$ cat src/rtl/axi_rd_arbiter.sv
// axi_rd_arbiter
// ----------------------------------------------------------------------------
// Two-master / one-slave arbiter for the AXI-lite read path (AR + R).
// Master 0 is the IFU fetch port and master 1 is the LSU load port. The slave
// side feeds the pmem read bridge. The grant is held from AR issue until the
// final R beat (RLAST) handshakes, so slave responses never interleave.
//
// Parameters:
//   ADDR_W          address width on every AR channel
//   DATA_W          R data width
//   FIXED_PRIO      0 = round-robin on a tie, 1 = master 1 always wins a tie
//   TIMEOUT_CYCLES  R-wait limit, only meaningful with ARB_TIMEOUT_EN
//
// Optional build macro:
//   ARB_TIMEOUT_EN  adds an R-wait watchdog. After TIMEOUT_CYCLES DATA cycles
//                   without slave data, the granted master gets a single
//                   SLVERR beat (RLAST=1, RDATA=0) and the output timeout_err
//                   pulses for one cycle on that handshake.
//
// Ports:
//   ACLK, ARESET              clock, synchronous active-high reset
//   m0_AR*, m1_AR*            master address requests / ARREADY back
//   m0_R*, m1_R*              read data returned to masters / RREADY in
//   s_AR*, s_R*               slave-side AR and R channels
//   grant                     one-hot owner (bit0 = m0), 2'b00 when idle
//   busy                      high in ADDR or DATA state
//   timeout_err               watchdog pulse (ARB_TIMEOUT_EN builds only)
// ----------------------------------------------------------------------------
module axi_rd_arbiter #(
  parameter int ADDR_W         = 32,
  parameter int DATA_W         = 64,
  parameter int FIXED_PRIO     = 0,
  parameter int TIMEOUT_CYCLES = 255
) (
  input  logic              ACLK,
  input  logic              ARESET,
  input  logic              m0_ARVALID,
  input  logic [ADDR_W-1:0] m0_ARADDR,
  input  logic [2:0]        m0_ARPROT,
  output logic              m0_ARREADY,
  output logic              m0_RVALID,
  output logic [DATA_W-1:0] m0_RDATA,
  output logic              m0_RLAST,
  output logic [1:0]        m0_RRESP,
  input  logic              m0_RREADY,
  input  logic              m1_ARVALID,
  input  logic [ADDR_W-1:0] m1_ARADDR,
  input  logic [2:0]        m1_ARPROT,
  output logic              m1_ARREADY,
  output logic              m1_RVALID,
  output logic [DATA_W-1:0] m1_RDATA,
  output logic              m1_RLAST,
  output logic [1:0]        m1_RRESP,
  input  logic              m1_RREADY,
  output logic              s_ARVALID,
  output logic [ADDR_W-1:0] s_ARADDR,
  output logic [2:0]        s_ARPROT,
  input  logic              s_ARREADY,
  input  logic              s_RVALID,
  input  logic [DATA_W-1:0] s_RDATA,
  input  logic              s_RLAST,
  input  logic [1:0]        s_RRESP,
  output logic              s_RREADY,
`ifdef ARB_TIMEOUT_EN
  output logic              timeout_err,
`endif
  output logic [1:0]        grant,
  output logic              busy
);

  typedef enum logic [1:0] {
    ST_IDLE = 2'b00,
    ST_ADDR = 2'b01,
    ST_DATA = 2'b10
  } state_t;

  state_t            state_r, state_s;
  logic [1:0]        grant_r, grant_s;
  logic              last_owner_r, last_owner_s;   // index of the last master served
  logic              winner_s;                     // index that wins in IDLE
  logic              gnt_arvalid_s;
  logic [ADDR_W-1:0] gnt_araddr_s;
  logic [2:0]        gnt_arprot_s;
  logic              gnt_rready_s;
  logic              r_last_hs_s;
  logic              to_hit_s;                     // watchdog expired, synthesising SLVERR
  logic              to_done_s;                    // synthetic SLVERR beat accepted
  logic              rv_s;
  logic [DATA_W-1:0] rd_s;
  logic              rl_s;
  logic [1:0]        rr_s;

  // Winner selection among current requesters.
  always_comb begin
    winner_s = 1'b0;
    if (m0_ARVALID && m1_ARVALID) begin
      if (FIXED_PRIO != 0) begin
        winner_s = 1'b1;
      end else begin
        // Round-robin: whoever was not served last goes first.
        winner_s = ~last_owner_r;
      end
    end else if (m1_ARVALID) begin
      winner_s = 1'b1;
    end else begin
      winner_s = 1'b0;
    end
  end

  // Mux of the currently granted master's request and ready signals.
  always_comb begin
    gnt_arvalid_s = 1'b0;
    gnt_araddr_s  = '0;
    gnt_arprot_s  = 3'b000;
    gnt_rready_s  = 1'b0;
    if (grant_r[1]) begin
      gnt_arvalid_s = m1_ARVALID;
      gnt_araddr_s  = m1_ARADDR;
      gnt_arprot_s  = m1_ARPROT;
      gnt_rready_s  = m1_RREADY;
    end else if (grant_r[0]) begin
      gnt_arvalid_s = m0_ARVALID;
      gnt_araddr_s  = m0_ARADDR;
      gnt_arprot_s  = m0_ARPROT;
      gnt_rready_s  = m0_RREADY;
    end else begin
      gnt_arvalid_s = 1'b0;
    end
  end

  assign r_last_hs_s = s_RVALID && s_RREADY && s_RLAST;
  assign to_done_s   = to_hit_s && gnt_rready_s;

`ifdef ARB_TIMEOUT_EN
  localparam int CNT_W = (TIMEOUT_CYCLES < 1) ? 1 : $clog2(TIMEOUT_CYCLES + 1);
  logic [CNT_W-1:0] to_cnt_r;

  assign to_hit_s    = (state_r == ST_DATA) && (to_cnt_r == CNT_W'(TIMEOUT_CYCLES));
  assign timeout_err = to_done_s;

  // R-wait watchdog: counts DATA cycles without slave data, saturates at the limit.
  always_ff @(posedge ACLK) begin
    if (ARESET) begin
      to_cnt_r <= '0;
    end else if (state_r != ST_DATA) begin
      // Held at zero outside DATA, so it starts from zero on entry.
      to_cnt_r <= '0;
    end else if (s_RVALID && s_RREADY) begin
      to_cnt_r <= '0;
    end else if (!s_RVALID && !to_hit_s) begin
      to_cnt_r <= to_cnt_r + CNT_W'(1);
    end else begin
      to_cnt_r <= to_cnt_r;
    end
  end
`else
  logic unused_timeout_s;
  assign unused_timeout_s = (TIMEOUT_CYCLES == 0);
  assign to_hit_s         = 1'b0;
`endif

  // Next-state, next-grant and round-robin pointer update.
  always_comb begin
    state_s      = state_r;
    grant_s      = grant_r;
    last_owner_s = last_owner_r;
    case (state_r)
      ST_IDLE: begin
        if (m0_ARVALID || m1_ARVALID) begin
          state_s = ST_ADDR;
          grant_s = winner_s ? 2'b10 : 2'b01;
        end else begin
          state_s = ST_IDLE;
        end
      end
      ST_ADDR: begin
        if (!gnt_arvalid_s) begin
          // Master withdrew its request: abandon without touching last_owner.
          state_s = ST_IDLE;
          grant_s = 2'b00;
        end else if (s_ARREADY) begin
          state_s = ST_DATA;
        end else begin
          state_s = ST_ADDR;
        end
      end
      ST_DATA: begin
        if (r_last_hs_s || to_done_s) begin
          state_s      = ST_IDLE;
          grant_s      = 2'b00;
          last_owner_s = grant_r[1];
        end else begin
          state_s = ST_DATA;
        end
      end
      default: begin
        state_s = ST_IDLE;
        grant_s = 2'b00;
      end
    endcase
  end

  // State, grant and round-robin pointer registers.
  always_ff @(posedge ACLK) begin
    if (ARESET) begin
      state_r      <= ST_IDLE;
      grant_r      <= 2'b00;
      last_owner_r <= 1'b1;   // makes m0 win the first tie
    end else begin
      state_r      <= state_s;
      grant_r      <= grant_s;
      last_owner_r <= last_owner_s;
    end
  end

  // Channel routing: AR to the slave in ADDR, R back to the owner in DATA.
  always_comb begin
    s_ARVALID  = 1'b0;
    s_ARADDR   = '0;
    s_ARPROT   = 3'b000;
    s_RREADY   = 1'b0;
    m0_ARREADY = 1'b0;
    m1_ARREADY = 1'b0;
    rv_s       = 1'b0;
    rd_s       = '0;
    rl_s       = 1'b0;
    rr_s       = 2'b00;
    case (state_r)
      ST_ADDR: begin
        s_ARVALID = gnt_arvalid_s;
        s_ARADDR  = gnt_araddr_s;
        s_ARPROT  = gnt_arprot_s;
        if (grant_r[1]) begin
          m1_ARREADY = s_ARREADY;
        end else begin
          m0_ARREADY = s_ARREADY;
        end
      end
      ST_DATA: begin
        if (to_hit_s) begin
          // Synthetic SLVERR beat; the slave is not acknowledged.
          rv_s     = 1'b1;
          rd_s     = '0;
          rl_s     = 1'b1;
          rr_s     = 2'b10;
          s_RREADY = 1'b0;
        end else begin
          rv_s     = s_RVALID;
          rd_s     = s_RDATA;
          rl_s     = s_RLAST;
          rr_s     = s_RRESP;
          s_RREADY = gnt_rready_s;
        end
      end
      default: begin
        s_ARVALID = 1'b0;
      end
    endcase
  end

  // R outputs: only the owner sees the beat, the other master sees zeros.
  always_comb begin
    m0_RVALID = 1'b0;
    m0_RDATA  = '0;
    m0_RLAST  = 1'b0;
    m0_RRESP  = 2'b00;
    m1_RVALID = 1'b0;
    m1_RDATA  = '0;
    m1_RLAST  = 1'b0;
    m1_RRESP  = 2'b00;
    if (grant_r[1]) begin
      m1_RVALID = rv_s;
      m1_RDATA  = rd_s;
      m1_RLAST  = rl_s;
      m1_RRESP  = rr_s;
    end else if (grant_r[0]) begin
      m0_RVALID = rv_s;
      m0_RDATA  = rd_s;
      m0_RLAST  = rl_s;
      m0_RRESP  = rr_s;
    end else begin
      m0_RVALID = 1'b0;
    end
  end

  assign grant = grant_r;
  assign busy  = (state_r != ST_IDLE);

endmodule

$ cat config.mk
export PLATFORM = sky130hd
export DESIGN_NAME = axi_rd_arbiter
export DESIGN_NICKNAME = d
export VERILOG_FILES = /design/src/rtl/axi_rd_arbiter.sv
export SDC_FILE = /design/constraint.sdc
export NUM_CORES = 1
export LEC_CHECK = 0
export CORE_AREA = 4 4 124 126
export DETAILED_ROUTE_END_ITERATION = 12
export DIE_AREA = 0 0 128 130
export HOLD_SLACK_MARGIN = 0.12
export PLACE_DENSITY = 0.59
export REMOVE_ABC_BUFFERS = 1
export SLEW_MARGIN = 20
export SYNTH_ARGS = -nofsm -noshare
export SYNTH_HDL_FRONTEND = slang
export SYNTH_SLANG_ARGS = --single-unit
$ cat constraint.sdc
create_clock -name ACLK -period 2.3 [get_ports ACLK]
set_clock_uncertainty 0.1 [all_clocks]
set_input_delay 0.23 -clock ACLK [delete_from_list [all_inputs] [get_ports ACLK]]
set_output_delay 0.23 -clock ACLK [all_outputs]
set_load 0.03 [all_outputs]
==> qor.csv, run 1 <==
stage,metric,value,unit
yosys,Post-synth EDFFs,0,
timing,period utilisation layout,0.960,
finish,post-layout instance area,0.00501,mm²
pwr,Pwr Density,188,mW/mm²
worst_setup_path,"Cell Chain, Critical Path",and2b_4 > buf_4 > and3_1 > clkdlybuf4s50_1,
worst_setup_path,nature of the critical path endpoint,output port,
worst_setup_path,critical path type,flip-flop to output port,
yosys,syn_area_per_cell,6.96,µm²
timing,Hold WS,0.430,ns
yosys,top cell type by total area after synthesis,and3_1,
worst_setup_path,slowest CP cell,clkdlybuf4s50_1,
placement,Placed Area,0.00491,mm²
floorplan,Initial Util,0.119,
drt,# DRC,0,
yosys,sequential fraction of the synthesis area,0.0590,
clock_tree,H-tree depth,1,
global_routing,first-pass GRT wire length,16600,µm
drt,DRT Pass-1 Iters,4,
clock_tree,root buffer cell,clkbuf_16,
global_routing,grt total ovfl,0,
placement,PortBufs,322,
job,max-cap check violation count,0,
clock_tree,Hold Buf Count CTS,0,
clock_tree,"Clk Latency, worst-skew pair",0.23,ns
drt,via count,3059,
pwr,Peak VDD IR,274,µV
pwr,leak pwr,2.49,nW
drt,DRT iter0 DRCs,107,
yosys,Synth top area share,0.254,
hold_path,Hold Path Class,flip-flop to flip-flop,
clock_tree,clock slew at the register clock pins of the worst setup and hold paths,0.03,ns
floorplan,Die X-Extent,128,µm
yosys,Yosys cell types,33,
timing,final hold viol count,0,
worst_setup_path,Buf/Inv on CP,2,
yosys,dominant synthesized flop cell,dfxtp_1,
timing,Max Slew Vio Count,0,
worst_setup_path,crit path max fanout,21,
finish,Syn-to-layout area delta,195,%
global_routing,vias in the first global route,2903,
global_routing,Total GRT Usage,0.123,
clock_tree,CTS Buffer Depth,2,
clock_tree,CTS resizes,0,
drt,vias per cell,4.13,
outcome,status,"finished, final reports clean",
floorplan,# rows,44,
clock_tree,postcts setup bufs,0,
clock_tree,CTS tree,yes,
timing,fmax,453,MHz
finish,Fillers,1529,
finish,layout cells sized above 1,0.319,
floorplan,core area,0.0143,mm²
finish,nets,701,
timing,Final min period,2.21,ns
yosys,most numerous cell in the Yosys netlist,and3_1,
floorplan,Die Area,0.0166,mm²
yosys,post-synthesis cell area,0.00170,mm²
timing,Worst-Margin Slew,0.484,ns
yosys,ys async rst share,0,
worst_setup_path,Worst EP arrival,1.88,ns
worst_setup_path,CP startpoint kind,flip-flop,
global_routing,largest net degree at the start of global routing,43,
yosys,"top cells by area, synth","and3_1, and2_1, a22o_1",
placement,Final HPWL DP,10200,µm
worst_setup_path,"slowest stage delay, CP",0.67,ns
placement,gpl congestion,0.863,
worst_setup_path,"CP delay by family, top",buffers and inverters,
timing,RSZ-0062 raised after global routing,no,
floorplan,# IOs,323,
yosys,"flops & latches, synth",5,
floorplan,DIE HEIGHT,130,µm
clock_tree,CTS Buf Count,3,
timing,final setup fails,0,
worst_setup_path,Critical Path RT,1.97,ns
yosys,yosys warns,0,
drt,routed wire length,12100,µm
clock_tree,CTS sink cnt,5,
global_routing,initial antenna violation count,0,
drt,WL per Instance,16.4,µm
yosys,Post-synth top cells,"and3_1, and2_1, a22o_1",
timing,Rel. slew slack,0.677,
drt,ANT nets after route,0,
yosys,Cells after Synth,244,
layout make-up:
cell class	count	area, µm²	area share
Multi-Input combinational cell	210	1440	0.287
Clock buffer	4	78.8	0.0157
Tap cell	184	230	0.0460
Timing Repair Buffer	334	3150	0.628
Sequential cell	5	101	0.0202
Antenna cell	1	2.50	0.000500
Inverter	2	11.3	0.00225
cell families after synthesis:
group           Yosys count  share of synthesized area
compound gates           45                      0.231
buf+inv                  30                     0.0995
flops                     5                     0.0590
mux                       1                    0.00590
simple gates            163                      0.604
path summary, 6_finish.rpt:
kind                            slack, ns                      start  cells after the start                   endpoint
worst max-delay path                 0.09      state_r[0]$_SDFF_PP0_                      4               m1_RDATA[13]
worst min-delay path                 0.43  last_owner_r$_SDFFE_PP1P_                      2  last_owner_r$_SDFFE_PP1P_
worst min register to register       0.43  last_owner_r$_SDFFE_PP1P_                      2  last_owner_r$_SDFFE_PP1P_
worst max register to register       0.82      grant[1]$_SDFFE_PP0P_                      4      grant[1]$_SDFFE_PP0P_
registers in the layout, summed over array words and instances, names as in the netlist:
| signal | cells |
|---|---|
| grant | 2 |
| last_owner_r | 1 |
| state_r | 2 |
worst min-delay path: cells and delay by family, from the launching register on:
| kind | cells | cell delay (ns) |
|---|---|---|
| DFF | 1 | 0.33 |
| AOI/OAI and AO/OA | 2 | 0.17 |
placed cells by master, fill, tap and decap left out, types with 2 or more instances in the layout:
master	count
and3_1	69
nand3b_1	2
a22o_1	35
buf_12	16
nand2_1	6
clkbuf_16	3
nand2b_1	2
nor2_1	3
nor2_4	4
buf_4	144
and2_1	68
nor3_1	2
dfxtp_1	4
a21oi_1	2
clkdlybuf4s50_1	173
layer usage:
layer	wire (µm)	share of wire	vias to the layer above	track usage
met1	4810	0.40	1413	0.152
li1	-	-	1502	-
met5	0	0	-	0
met3	720	0.059	13	0.0160
met4	166	0.014	0	0.0243
met2	6440	0.53	131	0.228
metrics by stage:
stage	total power, mW	utilization	setup WS (ns)	setup TNS (ns)	instances
after CTS	0.945	0.349	0.00839	0	738
after global placement	0.644	0.343	0.244	0	734
after global routing	0.988	0.350	0.00941	0	739
after detailed placement	0.651	0.343	0.238	0	734
final	0.943	0.350	0.0913	0	740
after floorplan	0.270	-	-0.539	-37.68	216
power by group:
| group | internal [mW] | switching, mW | total [mW] |
|---|---|---|---|
| Sequential | 0.0930 | 0.00806 | 0.101 |
| Combinational | 0.326 | 0.228 | 0.554 |
| Clock | 0.230 | 0.0585 | 0.288 |
| Total | 0.649 | 0.294 | 0.943 |
No activity file was read; power rests on OpenSTA's default activity.
==> inputs of run 2 (changes only) <==
--- a/config.mk
+++ b/config.mk
@@ -5,10 +5,12 @@
 export SDC_FILE = /design/constraint.sdc
 export NUM_CORES = 1
 export LEC_CHECK = 0
+export ABC_CLOCK_PERIOD_IN_PS = 2300
 export CORE_AREA = 4 4 124 126
 export DETAILED_ROUTE_END_ITERATION = 12
 export DIE_AREA = 0 0 128 130
 export HOLD_SLACK_MARGIN = 0.12
+export MAX_ROUTING_LAYER = met4
 export PLACE_DENSITY = 0.59
 export REMOVE_ABC_BUFFERS = 1
 export SLEW_MARGIN = 20
==> run 2 against run 1 <==
Against the previous run: setup slack worse by 0.00069 ns; clock power hardly changed; power is 0.23% higher; fmax hardly changed; register-to-register slack hardly changed; global-route usage is 0.39 points higher; first-iteration DRC count is 2.8% higher; count of clock-buffer cells in the layout stayed put; design area stayed put; combinational power hardly changed; largest power group unchanged.
==> qor.csv, run 2 (same netlist as run 1, synthesis figures left out) <==
stage,metric,value,unit,change
outcome,status,"finished, final reports clean",,
global_routing,first-pass GRT wire length,16600,µm,about the same
finish,"commonest non-fill, non-tap cell in the layout",clkdlybuf4s50_1,,
worst_setup_path,Critical Path Source,state_r[0]$_SDFF_PP0_,,
global_routing,Total GRT Usage,0.127,,+0.00385
worst_setup_path,Critical Path RT,1.97,ns,about the same
pwr,Peak VDD IR,277,µV,+1.0%
worst_setup_path,R2R Path End,grant[1]$_SDFFE_PP0P_,,
floorplan,core area,0.0143,mm²,unchanged
timing,period utilisation layout,0.961,,about the same
floorplan,# IOs,323,,unchanged
hold_path,hold_sp,last_owner_r$_SDFFE_PP1P_,,
pwr,leak pwr,2.49,nW,unchanged
drt,via count,3066,,+0.23%
job,max-cap check violation count,0,,unchanged
pwr,Pwr Density,189,mW/mm²,+0.23%
worst_setup_path,crit path max fanout,21,,unchanged
clock_tree,H-tree depth,1,,unchanged
timing,Worst-Margin Slew,0.491,ns,+0.00714 ns
timing,TNS Setup,0,ns,unchanged
floorplan,# rows,44,,unchanged
placement,PortBufs,322,,unchanged
timing,Rel. slew slack,0.672,,-0.00477
finish,Syn-to-layout area delta,195,%,unchanged
floorplan,Die X-Extent,128,µm,unchanged
worst_setup_path,"setup slack, reg-to-reg",0.82,ns,about the same
global_routing,largest net degree at the start of global routing,43,,unchanged
worst_setup_path,CP startpoint kind,flip-flop,,
timing,Final min period,2.21,ns,+0.000686 ns
worst_setup_path,cell count of the worst reg-to-reg path,4,,unchanged
worst_setup_path,nature of the critical path endpoint,output port,,
hold_path,Worst Hold Depth,2,,unchanged
clock_tree,CTS Buffer Depth,2,,unchanged
floorplan,DIE HEIGHT,130,µm,unchanged
timing,RSZ-0062 raised after global routing,no,,
hold_path,Hold Path Class,flip-flop to flip-flop,,
hold_path,Hold Path End,last_owner_r$_SDFFE_PP1P_,,
placement,gpl congestion,0.877,,+1.6%
worst_setup_path,r2r startpoint,grant[1]$_SDFFE_PP0P_,,
worst_setup_path,Worst EP arrival,1.88,ns,about the same
floorplan,Initial Util,0.119,,unchanged
placement,Final HPWL DP,10200,µm,unchanged
drt,DRT iter0 DRCs,110,,+2.8%
clock_tree,CTS tree,yes,,
timing,Hold WS,0.429,ns,-0.000358 ns
timing,Max Slew Vio Count,0,,unchanged
global_routing,vias in the first global route,2898,,-0.17%
finish,layout cells sized above 1,0.319,,unchanged
timing,final hold viol count,0,,unchanged
global_routing,grt total ovfl,0,,unchanged
drt,vias per cell,4.14,,+0.23%
worst_setup_path,critical path type,flip-flop to output port,,
clock_tree,postcts setup bufs,0,,unchanged
drt,routed wire length,12200,µm,+0.31%
global_routing,initial antenna violation count,0,,unchanged
drt,WL per Instance,16.4,µm,+0.31%
clock_tree,"Clk Latency, worst-skew pair",0.23,ns,about the same
finish,nets,701,,unchanged
timing,fmax,453,MHz,about the same
clock_tree,CTS Buf Count,3,,unchanged
floorplan,Die Area,0.0166,mm²,unchanged
clock_tree,root buffer cell,clkbuf_16,,
finish,most frequent cells in the layout,"clkdlybuf4s50_1, buf_4, and3_1",,
drt,DRT Pass-1 Iters,4,,unchanged
drt,# DRC,0,,unchanged
clock_tree,clock slew at the register clock pins of the worst setup and hold paths,0.03,ns,about the same
clock_tree,CTS sink cnt,5,,unchanged
timing,final setup fails,0,,unchanged
drt,ANT nets after route,0,,unchanged
run 2: cell counts in the layout (fill, tap and decap cells not counted):
Identical to the previous run, type by type.
run 2: final cells by class:
cell class | count | area (µm²)
antenna | 1 | 2.50
clock buffer | 4 | 78.8
fill | 1529 | 9300
inverter | 2 | 11.3
multi-input combinational | 210 | 1440
sequential | 5 | 101
tap | 184 | 230
timing repair buffer | 334 | 3150
run 2: metrics by stage:
stage          cell area [µm²]  instances  total power [mW]  utilization  setup slack (ns)
4_1_cts                   4990        738             0.945        0.349           0.00839
3_3_place_gp              4910        734             0.644        0.343             0.244
3_5_place_dp              4910        734             0.651        0.343             0.238
2_1_floorplan             1540        216             0.270            -            -0.539
6_report                  5010        740             0.945        0.350            0.0906
5_1_grt                   5010        739             0.988        0.350           0.00524
run 2: layer usage:
metal	global-route usage	wire [µm]
met3	0.0156	714
met4	0.0243	165
met5	-	0
met2	0.228	6470
met1	0.153	4820
run 2: worst max-delay path: stages (launching register included):
cell and delay, ns:
dfxtp_1 0.30, and2b_4 0.26, buf_4 0.23, and3_1 0.18, clkdlybuf4s50_1 0.67
run 2: worst max-delay path by stage:
stage | to | cells past startpoint
2_1_floorplan | s_ARADDR[0] | 3
3_3_place_gp | s_ARVALID | 4
3_5_place_dp | s_RREADY | 4
4_1_cts | s_ARADDR[18] | 5
5_1_grt | m0_RDATA[55] | 6
6_report | m1_RDATA[13] | 4
run 2: power breakdown:
part / total [mW] / switching [mW] / leakage [nW] / internal [mW]
clock: 0.290 / 0.0598 / 0.0382 / 0.230
combinational: 0.555 / 0.228 / 2.41 / 0.326
sequential: 0.101 / 0.00809 / 0.0414 / 0.0930
run 2: timing repair:
item	4_1_cts	5_1_grt
resized for setup	0	3
setup endpoints to repair	0	35
hold buffers	0	0
==> inputs of run 3 (changes only) <==
--- a/config.mk
+++ b/config.mk
@@ -6,12 +6,13 @@
 export NUM_CORES = 1
 export LEC_CHECK = 0
 export ABC_CLOCK_PERIOD_IN_PS = 2300
-export CORE_AREA = 4 4 124 126
+export CORE_AREA = 2 2 125 127
+export CTS_CLUSTER_SIZE = 24
 export DETAILED_ROUTE_END_ITERATION = 12
-export DIE_AREA = 0 0 128 130
+export DIE_AREA = 0 0 127 129
 export HOLD_SLACK_MARGIN = 0.12
 export MAX_ROUTING_LAYER = met4
-export PLACE_DENSITY = 0.59
+export PLACE_DENSITY = 0.57
 export REMOVE_ABC_BUFFERS = 1
 export SLEW_MARGIN = 20
 export SYNTH_ARGS = -nofsm -noshare
==> run 3 against run 2 <==
Against the previous run: power shrank 1.2%; sequential power is 5% higher; combinational power down 2%; register-to-register slack got worse by 0.30 ns; routed wire length increased by 0.43%; largest cell class unchanged; largest power group unchanged; via count down 0.23%; non-clock buffer count decreased by 4; fmax grew 3.3%; design area shrank 3.1%; core utilization fell by 2.6 points; first-iteration DRC count rose by 41%; die area shrank 1.5%.
==> qor.csv, run 3 (same netlist as run 1, synthesis figures left out) <==
stage,metric,value,unit,change
timing,fmax,467,MHz,+3.3%
job,max-cap check violation count,0,,unchanged
worst_setup_path,Critical Path RT,1.97,ns,about the same
drt,routed wire length,12200,µm,+0.43%
drt,DRT Pass-1 Iters,4,,unchanged
worst_setup_path,"slowest stage delay, CP",0.72,ns,+0.05 ns
worst_setup_path,cell count of the worst reg-to-reg path,5,,+1
timing,Rel. slew slack,0.685,,+0.0131
worst_setup_path,r2r startpoint,state_r[0]$_SDFF_PP0_,,
worst_setup_path,critical path type,flip-flop to output port,,
finish,post-layout instance area,0.00486,mm²,-3.1%
clock_tree,CTS tree,yes,,
pwr,Pwr Density,192,mW/mm²,+2.0%
floorplan,DIE HEIGHT,129,µm,-0.77%
global_routing,largest net degree at the start of global routing,44,,+2.3%
placement,gpl congestion,0.873,,-0.46%
worst_setup_path,Worst EP arrival,1.81,ns,-0.07 ns
clock_tree,"Clk Latency, worst-skew pair",0.23,ns,about the same
placement,PortBufs,322,,unchanged
floorplan,# IOs,323,,unchanged
drt,ANT nets after route,0,,unchanged
pwr,Peak VDD IR,213,µV,-23%
drt,met2 wire len,6170,µm,-4.6%
clock_tree,postcts setup bufs,0,,unchanged
timing,Final min period,2.14,ns,-0.0701 ns
worst_setup_path,crit path max fanout,9,,-57%
timing,RSZ-0062 raised after global routing,no,,
placement,Placed Area,0.00477,mm²,-3.0%
worst_setup_path,CP startpoint kind,flip-flop,,
drt,WL per Instance,16.5,µm,+0.56%
drt,via count,3059,,-0.23%
global_routing,grt total ovfl,0,,unchanged
floorplan,# rows,45,,+2.3%
pwr,Tot Pwr,934,µW,-1.2%
finish,"commonest non-fill, non-tap cell in the layout",buf_4,,
drt,vias per cell,4.14,,about the same
hold_path,Hold Path Class,flip-flop to flip-flop,,
worst_setup_path,nature of the critical path endpoint,output port,,
worst_setup_path,"Cell Chain, Critical Path",and2b_4 > and3_1 > clkdlybuf4s50_1,,
finish,layout cells sized above 1,0.354,,+0.0350
finish,Syn-to-layout area delta,186,%,
clock_tree,CTS sink cnt,5,,unchanged
floorplan,Initial Util,0.113,,-0.00525
clock_tree,CTS Buf Count,3,,unchanged
timing,period utilisation layout,0.930,,-0.0305
worst_setup_path,"setup slack, reg-to-reg",0.52,ns,-0.30 ns
finish,most frequent cells in the layout,"buf_4, clkdlybuf4s50_1, and3_1",,
finish,nets,697,,-0.57%
clock_tree,CTS resizes,0,,unchanged
global_routing,first-pass GRT wire length,16800,µm,+1.1%
placement,placed cells,734,,unchanged
pwr,leak pwr,2.49,nW,-0.25%
drt,DRT iter0 DRCs,155,,+41%
timing,Max Slew Vio Count,0,,unchanged
worst_setup_path,R2R Path End,grant[1]$_SDFFE_PP0P_,,
floorplan,core area,0.0150,mm²,+4.6%
global_routing,Total GRT Usage,0.131,,+0.00447
hold_path,hold_sp,last_owner_r$_SDFFE_PP1P_,,
clock_tree,H-tree depth,1,,unchanged
drt,Top Layer Used,met4,,
placement,Final HPWL DP,9960,µm,-2.5%
clock_tree,CTS Buffer Depth,2,,unchanged
hold_path,Hold Path End,last_owner_r$_SDFFE_PP1P_,,
outcome,status,"finished, final reports clean",,
timing,Hold WS,0.417,ns,-0.0119 ns
global_routing,vias in the first global route,2828,,-2.4%
floorplan,Die Area,0.0164,mm²,-1.5%
hold_path,Worst Hold Depth,2,,unchanged
timing,final setup fails,0,,unchanged
timing,final hold viol count,0,,unchanged
floorplan,Die X-Extent,127,µm,-0.78%
finish,# diodes,0,,-1
clock_tree,root buffer cell,clkbuf_16,,
finish,Post-Layout Cell Count,739,,-0.14%
clock_tree,Hold Buf Count CTS,0,,unchanged
drt,WL met3,655,µm,-8.3%
global_routing,initial antenna violation count,1,,+1
worst_setup_path,"CP delay by family, top",buffers and inverters,,
drt,M1 WL,5380,µm,+12%
timing,Worst-Margin Slew,0.471,ns,-0.0196 ns
drt,# DRC,0,,unchanged
clock_tree,clock slew at the register clock pins of the worst setup and hold paths,0.03,ns,about the same
worst_setup_path,slowest CP cell,clkdlybuf4s50_1,,
worst_setup_path,Buf/Inv on CP,1,,-1
[run 3: changes by cell type in the layout (fill, tap and decap cells not counted)]
cell             change
clkdlybuf4s50_1     -22
dlymetal6s2s_1       -1
buf_12               -5
clkinvlp_4           -1
buf_4               +24
inv_1                +1
diode_2              -1
[run 3: area by class of cell]
cell class	count	area, µm²
clock buffers	4	78.8
fillers	1581	10100
inverters	2	7.51
multi-input cells	210	1440
flip-flops and latches	5	101
well taps	188	235
repair buffers	330	2990
[run 3: worst register-to-register path: cells and delay by family (launching register included)]
kind | cells | cell delay, ns
buf+inv | 1 | 0.33
flops | 1 | 0.39
compound gates | 3 | 0.57
simple gates | 1 | 0.30
[run 3: power by group]
part,switching [mW],internal [mW]
clock network,0.0532,0.229
logic,0.228,0.318
registers,0.0129,0.0930
[run 3: per-layer routing]
| metal | vias to the layer above | GRT usage |
|---|---|---|
| li1 | 1491 | - |
| met1 | 1430 | 0.179 |
| met2 | 136 | 0.219 |
| met3 | 2 | 0.0141 |
| met4 | 0 | 0.00970 |
| met5 | - | - |
[run 3: per-stage QoR]
stage	setup TNS (ns)	setup slack, ns	utilization
6_report	0	0.161	0.324
5_1_grt	0	0.0686	0.324
4_1_cts	0	0.0297	0.323
3_5_place_dp	0	0.224	0.318
3_3_place_gp	0	0.232	0.318
2_1_floorplan	-37.68	-0.539	-
[run 3: how the worst max path moves through the flow]
stage | start | end | slack (ns) | cells past startpoint
after floorplan | grant[1]$_SDFFE_PP0P_ | s_ARADDR[0] | -0.54 | 3
after global placement | m0_RREADY | s_RREADY | 0.23 | 4
after detailed placement | s_RDATA[4] | m1_RDATA[4] | 0.22 | 3
after CTS | state_r[0]$_SDFF_PP0_ | s_ARADDR[6] | 0.03 | 4
after global routing | state_r[0]$_SDFF_PP0_ | m1_RDATA[4] | 0.07 | 3
final | state_r[0]$_SDFF_PP0_ | m1_RDATA[4] | 0.16 | 3
